===== src/rtl/muldiv_pkg.sv =====
//------------------------------------------------------------------------------
// muldiv_pkg
// Shared op encodings, FSM state type and parameter legality constant for
// the iterative multiply/divide unit.
// Revision: 1.0
//------------------------------------------------------------------------------
`default_nettype none

package muldiv_pkg;

    localparam logic [2:0] OP_MULT  = 3'b000;
    localparam logic [2:0] OP_MULTU = 3'b001;
    localparam logic [2:0] OP_MADD  = 3'b010;
    localparam logic [2:0] OP_MADDU = 3'b011;
    localparam logic [2:0] OP_MSUB  = 3'b100;
    localparam logic [2:0] OP_MSUBU = 3'b101;
    localparam logic [2:0] OP_DIV   = 3'b110;
    localparam logic [2:0] OP_DIVU  = 3'b111;

    typedef enum logic [1:0] {
        ST_IDLE = 2'd0,
        ST_CALC = 2'd1,
        ST_ACC  = 2'd2,
        ST_DONE = 2'd3
    } state_t;

    // Bit k set means STEP == k is a supported iteration width.
    localparam logic [4:0] STEP_LEGAL_MASK = 5'b10110;

    function automatic logic is_div(input logic [2:0] op);
        return (op == OP_DIV) || (op == OP_DIVU);
    endfunction

    function automatic logic is_acc(input logic [2:0] op);
        return (op == OP_MADD) || (op == OP_MADDU) || (op == OP_MSUB) || (op == OP_MSUBU);
    endfunction

endpackage

`default_nettype wire


===== src/rtl/muldiv_step.sv =====
//------------------------------------------------------------------------------
// muldiv_step
// One combinational iteration retiring STEP operand bits: shift-add multiply
// or, when DIV_EN is set, restoring shift-subtract divide.
// Revision: 1.0
//------------------------------------------------------------------------------
`default_nettype none

module muldiv_step #(
    parameter int WIDTH  = 32,
    parameter int STEP   = 1,
    parameter bit DIV_EN = 1'b0
) (
    input  logic             i_div,
    input  logic [WIDTH-1:0] i_hi,
    input  logic [WIDTH-1:0] i_lo,
    input  logic [WIDTH-1:0] i_b,
    output logic [WIDTH-1:0] o_hi,
    output logic [WIDTH-1:0] o_lo
);

    generate
        if (DIV_EN) begin : g_muldiv
            always_comb begin
                logic [WIDTH-1:0] hi;
                logic [WIDTH-1:0] lo;
                logic [WIDTH:0]   sh;
                hi = i_hi;
                lo = i_lo;
                sh = '0;
                for (int k = 0; k < STEP; k++) begin
                    if (i_div) begin
                        // hi holds the partial remainder, lo shifts dividend out and quotient in
                        sh = {hi, lo[WIDTH-1]};
                        lo = {lo[WIDTH-2:0], 1'b0};
                        if (sh >= {1'b0, i_b}) begin
                            sh    = sh - {1'b0, i_b};
                            lo[0] = 1'b1;
                        end
                        hi = sh[WIDTH-1:0];
                    end else begin
                        sh = {1'b0, hi} + (lo[0] ? {1'b0, i_b} : {(WIDTH+1){1'b0}});
                        lo = {sh[0], lo[WIDTH-1:1]};
                        hi = sh[WIDTH:1];
                    end
                end
                o_hi = hi;
                o_lo = lo;
            end
        end else begin : g_mul
            logic w_unused_div;
            assign w_unused_div = i_div;

            always_comb begin
                logic [WIDTH-1:0] hi;
                logic [WIDTH-1:0] lo;
                logic [WIDTH:0]   sh;
                hi = i_hi;
                lo = i_lo;
                sh = '0;
                for (int k = 0; k < STEP; k++) begin
                    sh = {1'b0, hi} + (lo[0] ? {1'b0, i_b} : {(WIDTH+1){1'b0}});
                    lo = {sh[0], lo[WIDTH-1:1]};
                    hi = sh[WIDTH:1];
                end
                o_hi = hi;
                o_lo = lo;
            end
        end
    endgenerate

endmodule

`default_nettype wire


===== src/rtl/muldiv_unit.sv =====
//------------------------------------------------------------------------------
// muldiv_unit
// Iterative multiply / multiply-accumulate / divide unit with {HI,LO} result.
// Divide hardware is present only when MULDIV_DIV_EN is defined.
// Revision: 1.0
//------------------------------------------------------------------------------
`default_nettype none

module muldiv_unit
    import muldiv_pkg::*;
#(
    parameter int WIDTH = 32,
    parameter int STEP  = 1
) (
    input  logic               clk,
    input  logic               rst,
    input  logic               start_i,
    input  logic               annul_i,
    input  logic [2:0]         op_i,
    input  logic [WIDTH-1:0]   opa_i,
    input  logic [WIDTH-1:0]   opb_i,
    input  logic [2*WIDTH-1:0] acc_i,
    output logic               busy_o,
    output logic               done_o,
    output logic [2*WIDTH-1:0] res_o,
    output logic               stallreq_o
);

    localparam int N     = WIDTH / STEP;
    localparam int CNT_W = $clog2(N + 1);

`ifdef MULDIV_DIV_EN
    localparam bit DIV_EN = 1'b1;
`else
    localparam bit DIV_EN = 1'b0;
`endif

    generate
        if ((STEP > 4) || (STEP < 1) || !STEP_LEGAL_MASK[STEP] || ((WIDTH % STEP) != 0)) begin : g_bad_param
            $error("muldiv_unit: illegal STEP/WIDTH combination");
        end
    endgenerate

    state_t             r_state;
    state_t             w_next;
    logic [2:0]         r_op;
    logic [WIDTH-1:0]   r_hi;
    logic [WIDTH-1:0]   r_lo;
    logic [WIDTH-1:0]   r_b;
    logic [2*WIDTH-1:0] r_acc;
    logic               r_negq;
    logic               r_negr;
    logic [CNT_W-1:0]   r_cnt;
    logic [2*WIDTH-1:0] r_res;

    logic               w_start;
    logic               w_div_op;
    logic               w_illegal;
    logic               w_div0;
    logic               w_signed;
    logic               w_a_neg;
    logic               w_b_neg;
    logic [WIDTH-1:0]   w_a_mag;
    logic [WIDTH-1:0]   w_b_mag;
    logic [WIDTH-1:0]   w_step_hi;
    logic [WIDTH-1:0]   w_step_lo;
    logic [2*WIDTH-1:0] w_mag;
    logic [2*WIDTH-1:0] w_prod;
    logic [WIDTH-1:0]   w_quo;
    logic [WIDTH-1:0]   w_rem;
    logic [2*WIDTH-1:0] w_final;
    logic [2*WIDTH-1:0] w_acc_res;

    assign w_start   = (r_state == ST_IDLE) && start_i && !annul_i;
    assign w_div_op  = is_div(op_i);
    assign w_illegal = w_div_op && !DIV_EN;
    assign w_div0    = w_div_op && DIV_EN && (opb_i == '0);
    assign w_signed  = ~op_i[0];
    assign w_a_neg   = w_signed && opa_i[WIDTH-1];
    assign w_b_neg   = w_signed && opb_i[WIDTH-1];
    assign w_a_mag   = w_a_neg ? -opa_i : opa_i;
    assign w_b_mag   = w_b_neg ? -opb_i : opb_i;

    muldiv_step #(
        .WIDTH  (WIDTH),
        .STEP   (STEP),
        .DIV_EN (DIV_EN)
    ) u_step (
        .i_div (is_div(r_op)),
        .i_hi  (r_hi),
        .i_lo  (r_lo),
        .i_b   (r_b),
        .o_hi  (w_step_hi),
        .o_lo  (w_step_lo)
    );

    // Multiply results negate as a whole; divide fixes quotient and remainder signs separately.
    assign w_mag     = {r_hi, r_lo};
    assign w_prod    = r_negq ? -w_mag : w_mag;
    assign w_quo     = r_negq ? -r_lo : r_lo;
    assign w_rem     = r_negr ? -r_hi : r_hi;
    assign w_final   = (DIV_EN && is_div(r_op)) ? {w_rem, w_quo} : w_prod;
    assign w_acc_res = r_op[2] ? (r_acc - w_prod) : (r_acc + w_prod);

    always_ff @(posedge clk) begin
        if (rst) begin
            r_state <= ST_IDLE;
        end else begin
            r_state <= w_next;
        end
    end

    always_comb begin
        w_next = r_state;
        case (r_state)
            ST_IDLE: begin
                if (w_start) begin
                    w_next = (w_illegal || w_div0) ? ST_DONE : ST_CALC;
                end
            end
            ST_CALC: begin
                if (annul_i) begin
                    w_next = ST_IDLE;
                end else if (r_cnt == '0) begin
                    w_next = is_acc(r_op) ? ST_ACC : ST_DONE;
                end
            end
            ST_ACC:  w_next = annul_i ? ST_IDLE : ST_DONE;
            ST_DONE: w_next = ST_IDLE;
            default: w_next = ST_IDLE;
        endcase
    end

    always_comb begin
        busy_o     = (r_state != ST_IDLE);
        done_o     = (r_state == ST_DONE) && !annul_i;
        stallreq_o = (w_start && !w_illegal) || (r_state == ST_CALC) || (r_state == ST_ACC);
        res_o      = (r_state == ST_DONE) ? w_final : r_res;
    end

    always_ff @(posedge clk) begin
        if (rst) begin
            r_op   <= '0;
            r_hi   <= '0;
            r_lo   <= '0;
            r_b    <= '0;
            r_acc  <= '0;
            r_negq <= 1'b0;
            r_negr <= 1'b0;
            r_cnt  <= '0;
            r_res  <= '0;
        end else begin
            case (r_state)
                ST_IDLE: begin
                    if (w_start) begin
                        r_op  <= op_i;
                        r_acc <= acc_i;
                        r_b   <= w_b_mag;
                        r_hi  <= '0;
                        r_cnt <= CNT_W'(N - 1);
                        if (w_illegal || w_div0) begin
                            r_lo   <= '0;
                            r_negq <= 1'b0;
                            r_negr <= 1'b0;
                        end else begin
                            r_lo   <= w_a_mag;
                            r_negq <= w_a_neg ^ w_b_neg;
                            r_negr <= w_a_neg;
                        end
                    end
                end
                ST_CALC: begin
                    r_hi  <= w_step_hi;
                    r_lo  <= w_step_lo;
                    r_cnt <= r_cnt - CNT_W'(1);
                end
                ST_ACC: begin
                    // Result is stored already signed, so DONE must not negate again.
                    {r_hi, r_lo} <= w_acc_res;
                    r_negq       <= 1'b0;
                end
                ST_DONE: begin
                    if (!annul_i) begin
                        r_res <= w_final;
                    end
                end
                default: ;
            endcase
        end
    end

endmodule

`default_nettype wire

===== config.mk =====
export PLATFORM = sky130hd
export DESIGN_NAME = muldiv_unit
export DESIGN_NICKNAME = d
export VERILOG_FILES = /design/src/rtl/muldiv_pkg.sv /design/src/rtl/muldiv_step.sv /design/src/rtl/muldiv_unit.sv
export SDC_FILE = /design/constraint.sdc
export NUM_CORES = 1
export LEC_CHECK = 0
export ABC_CLOCK_PERIOD_IN_PS = 6300
export CAP_MARGIN = 15
export CELL_PAD_IN_SITES_DETAIL_PLACEMENT = 0
export CELL_PAD_IN_SITES_GLOBAL_PLACEMENT = 2
export CORE_ASPECT_RATIO = 1.2
export CORE_MARGIN = 10
export CORE_UTILIZATION = 31
export DETAILED_ROUTE_END_ITERATION = 10
export GPL_ROUTABILITY_DRIVEN = 1
export GPL_TIMING_DRIVEN = 0
export PLACE_DENSITY_LB_ADDON = 0.25
export SLEW_MARGIN = 10
export SYNTH_ARGS = -nofsm -noshare
export SYNTH_HDL_FRONTEND = slang
export SYNTH_HIERARCHICAL = 1
export SYNTH_SLANG_ARGS = --single-unit

===== constraint.sdc =====
create_clock -name clk -period 6.3 [get_ports clk]
set_input_delay 1.26 -clock clk [delete_from_list [all_inputs] [get_ports clk]]
set_output_delay 1.26 -clock clk [all_outputs]
set_load 0.01 [all_outputs]

# Word-level counts from Yosys, hierarchy flattened
# Cells that the tools add are included.
# word_totals
mem_bits_ro	0
mem_count	0
reg_bits	236
out_inout_bits	67
latchBits	0
ramBits	0
# op_classes
n_eq_ne	11
n_bitwise	3
multipliers	0
shifts	0
n_reduce_logical	26
n_addsub	7
muxes	23
n_div	0
n_lt_le_gt_ge	0
# ops
cell	count
$mux 32	6
$mux 64	3
$pmux 32 s3	2
$add 64x64->64	1
$neg 32->32	2
$neg 64->64	1
$sub 64x64->64	1
$add 32x33->33	1
$eq 3x3->1 const B	4
$pmux 6 s2	1
$reduce_and 2->1	6
$mux 2	5
$pmux 2 s4	1
$eq 3x2->1 const B	2
$logic_and 1x1->1	6
$logic_not 6->1	1
$logic_or 1x1->1	6
$mux 6	1
$reduce_bool 2->1	3
$sub 6x1->6 const B	1
$eq 2x2->1 const B	2
$mux 1	3
$ne 3x3->1 const B	1
$reduce_bool 3->1	1
7 further kinds	9

# Logic depth before layout (Yosys ltp)
# logic_depth
depth_word	8
depth_mapped	28

# Modules after synthesis
# The synthesis kept the hierarchy.
# modules_own_cells
mod	n_inst	area_each_um2	cells_per_inst	seq_area_each_um2
muldiv_unit	1	18305.1	2451	4704.5
muldiv_step	1	2187.1	295	0.0

# Least setup slack after synthesis
# Ideal clock, no wire load.
# synth_path
path_type	flip-flop to flip-flop
startpoint	register r_lo[0]
endpoint	register r_hi[31]
path_stages_with_launch	26
setup_slack_ps	240
required_time_ps	6178
arrival_time_ps	5938
path_buffers	2
setup_time_ps	122
cell_sequence	dfxtp_1 clkbuf_1 inv_1 ha_1 buf_2 nor2b_1 xnor2_1 and4_1 o2111ai_1 a2111oi_1 and4_1 nor3b_2 a31oi_1 xor2_1 ha_1 a21o_1 a21o_1 a221oi_1 o21ai_0 a31oi_1 o31ai_1 a311oi_1 o211ai_1 a41oi_1 a2111oi_2 a311o_1
# synth_via
elab_chain_cells	5
word_cells_on_any_way	8
cone_classes	add/sub: 4; mux: 4
# synth_lines
element	line_no	rtl
from (decl)	muldiv_unit.sv:48	logic [WIDTH-1:0] r_lo;
from (signal assigned)	muldiv_unit.sv:166	r_lo <= w_a_mag;
from (signal assigned)	muldiv_unit.sv:174	r_lo <= w_step_lo;
from (signal assigned)	muldiv_unit.sv:179	{r_hi, r_lo} <= w_acc_res;
$neg 64->64	muldiv_unit.sv:99	assign w_prod = r_negq ? -w_mag : w_mag;
$mux 64	muldiv_unit.sv:99	
$add 64x64->64 / $sub 64x64->64 (equally long branches)	muldiv_unit.sv:103	assign w_acc_res = r_op[2] ? (r_acc - w_prod) : (r_acc + w_prod);
$mux 64	muldiv_unit.sv:103	
$pmux 32 s3 (*)	muldiv_unit.sv:153	case (r_state)
to (signal assigned)	muldiv_unit.sv:173	r_hi <= w_step_hi;
to (signal assigned)	muldiv_unit.sv:179	
to (decl)	muldiv_unit.sv:47	logic [WIDTH-1:0] r_hi;
# Every way passes the cells marked *; elsewhere a longest branch is shown, timed or not.
# A chain may end at the register's enable or synchronous reset.

# Worst setup path in the final report
# layout_path
startpoint	register r_lo[7]
endpoint	register r_hi[31]
# layout_via
elab_chain_cells	5
word_cells_on_any_way	6
cone_classes	add/sub: 3; mux: 3
# layout_lines
element	line_no
$neg 64->64	muldiv_unit.sv:99
$mux 64 (*)	muldiv_unit.sv:99
$add 64x64->64 / $sub 64x64->64 (equally long branches)	muldiv_unit.sv:103
$mux 64 (*)	muldiv_unit.sv:103
$pmux 32 s3 (*)	muldiv_unit.sv:153
# Marked as above.

==> impl_metrics.py <==
metrics = {
    "run_status": {
        "status": "finished, final reports clean",
    },
    "layout": {
        "syn2layout_area_growth_pct": 25.84,
        "finalNetCount": 3272,
        "fillers": 6883,
        "layout_commonest_cell": "a21oi_1",
        "seqCellArea_um2": 4712,
        "drive_gt1_share_pct": 11.80,
        "final_cell_mix": "a21oi_1 (302), nor2_1 (280), nand2_1 (274)",
        "multi_input_area_um2": 15290,
        "fin_cells": 3892,
        "fin_area_um2": 25780,
    },
    "critical_path": {
        "r2r-start": "r_lo[7]",
        "r2r-end": "r_hi[31]",
        "cp.required_ps": 6800,
        "ff2ff_path_depth": 26,
        "worstSetupPathType": "reg -> reg",
        "startpoint_type": "register",
        "endpoint_kind": "register",
        "ff2ff_setup_slack_ps": 120,
        "crit_fanout": 8,
        "critPathArrivalTime_ps": 6680,
    },
    "timing": {
        "fmax_mhz": 161.7,
        "rsz0062_at_grt": "true",
        "finalCritPeriodShare_pct": 98.15,
        "setup_tns_ps": 0,
        "finalHoldViolCount": 0,
        "worst_slack_ps": 116.6,
        "period_needed_ps": 6183,
        "setup_violations": 0,
        "fin_skew_ps": 19.80,
        "slew_viol_final": 0,
        "worst_pin_slew_ps": 1162,
        "slew_headroom_pct": 22.53,
    },
    "run": {
        "maxCapViolCount": 0,
    },
    "placed_design": {
        "place.gp.congestion": 0.9095,
        "place_area_um2": 23550,
        "port_buffers": 200,
        "dp_slack_ps": -2707,
        "dpl.cell_count": 3786,
        "dp_hpwl_mm": 74.50,
    },
    "floorplan": {
        "die_h_um": 301.6,
        "rows": 103,
        "die_width_um": 254.7,
        "dieArea_um2": 76810,
        "io_pins": 202,
        "start_util_pct": 31.23,
        "core_area_um2": 65600,
    },
    "pwr": {
        "leakage_nw": 9.699,
        "p_per_area_nw_per_um2": 386.7,
        "peakVddDrop_mv": 0.3025,
        "power_w": 0.009968,
    },
    "grt": {
        "antenna_found_initial": 2,
        "grt_first_pass_wirelength_mm": 136.9,
        "grt_usage_pct": 23.39,
        "grt.overflow.total": 0,
        "grt_pass1_vias": 21530,
        "grt_max_degree": 16,
    },
    "routing": {
        "wl_per_cell_um": 24.01,
        "final_antenna_net_count": 0,
        "first_pass_iters": 8,
        "dr.first_iter.drc_count": 1373,
        "via_per_inst": 5.589,
        "wirelength_mm": 93.44,
        "drc": 0,
        "vias": 21750,
    },
    "logic_synthesis": {
        "yosys_warnings": 6,
        "syn_area_per_cell_um2": 7.463,
        "synth_area_um2": 20490,
        "syn_inst": 2745,
        "syn-num-nets": 2988,
    },
    "hold_path": {
        "hp-start": "r_b[21]",
        "hold_class": "reg -> reg",
        "whs_endpoint": "r_b[21]",
        "holdPathStages": 2,
    },
    "cts": {
        "cts_sinks": 235,
        "cts_buffer_depth": 3,
        "cts_htree_levels": 1,
        "hold_buffers": 0,
        "clock-root-buffer": "clkbuf_16",
        "clk_pin_slew_ps": 70,
        "clk_latency_ps": 610,
        "cts_tree": "done",
        "numCtsBuffers": 29,
    },
}
[cell type report]
type                    count  share of cell area [%]
diodes                      1                0.009707
plain buffers             205                   4.043
clock buffers              44                   3.383
clock inverters             9                  0.5242
inverters                  59                  0.8591
multi-input cells        2239                   59.31
flip-flops and latches    235                   18.28
well taps                 840                   4.077
repair buffers            260                   9.518
[registers in the layout, indices dropped and copies added, names as in the netlist]
| name | count |
|---|---|
| r_acc | 64 |
| r_b | 32 |
| r_cnt | 6 |
| r_hi | 32 |
| r_lo | 32 |
| r_negq | 1 |
| r_op | 2 |
| r_res | 64 |
| r_state | 2 |
[worst max-delay path, cell delays in order, from the launching register on]
cell and delay (ps):
dfxtp_1 310, buf_2 180, nor4_4 250, buf_4 180, buf_6 130, nand3_1 130, mux2i_2 230, o211ai_1 220
buf_4 200, a2111oi_4 320, nand3_2 190, nor2_4 140, buf_4 150, nor2_1 50, xor2_1 240, ha_2 330
a21o_1 230, nor3_2 140, a21oi_2 100, or3_4 410, o21ai_4 290, o31ai_4 150, a311oi_4 400, o211ai_1 280
a41oi_2 380, a2111oi_2 120, a311o_1 300
[worst max path at each step]
| stage | start | endpoint |
|---|---|---|
| after floorplan | r_lo[0] | r_hi[31] |
| after global placement | r_negq | r_hi[31] |
| after detailed placement | r_negq | r_hi[31] |
| after CTS | r_lo[7] | r_hi[31] |
| after global routing | r_lo[7] | r_hi[29] |
| final | r_lo[7] | r_hi[31] |
[through the flow]
| step | utilization [%] | hold WS [ps] |
|---|---|---|
| finish | 39.30 | 453.4 |
| global route | 39.29 | 486.8 |
| CTS | 38.13 | 458.5 |
| detailed placement | 35.91 | 450.1 |
| global placement | 35.88 | 449.5 |
| floorplan | - | 427.3 |
[layer usage]
| layer | up-vias | part of all wire [%] | global-route usage [%] |
|---|---|---|---|
| met4 | 2 | 4.8 | 10.51 |
| met5 | - | 0.013 | 0 |
| met1 | 10490 | 40 | 26.87 |
| li1 | 10500 | - | - |
| met2 | 597 | 51 | 42.70 |
| met3 | 172 | 4.3 | 2.575 |
[timing repair]
| item | 4_1_cts | 5_1_grt |
|---|---|---|
| resized for setup | 69 | 104 |
| setup buffers | 13 | 44 |
| gates cloned | 0 | 2 |
| pin swaps | 14 | 39 |
| endpoints found under the hold margin | 0 | 0 |
| setup endpoints to repair | 69 | 29 |
[report_power, final]
group	total, W	internal (W)	switching, W
combinational	0.00616	0.00225	0.00391
sequential	0.00200	0.00172	0.000279
clock	0.00180	0.00107	0.000732
total	0.00997	0.00504	0.00493
Power figures use the tool's default switching activity.
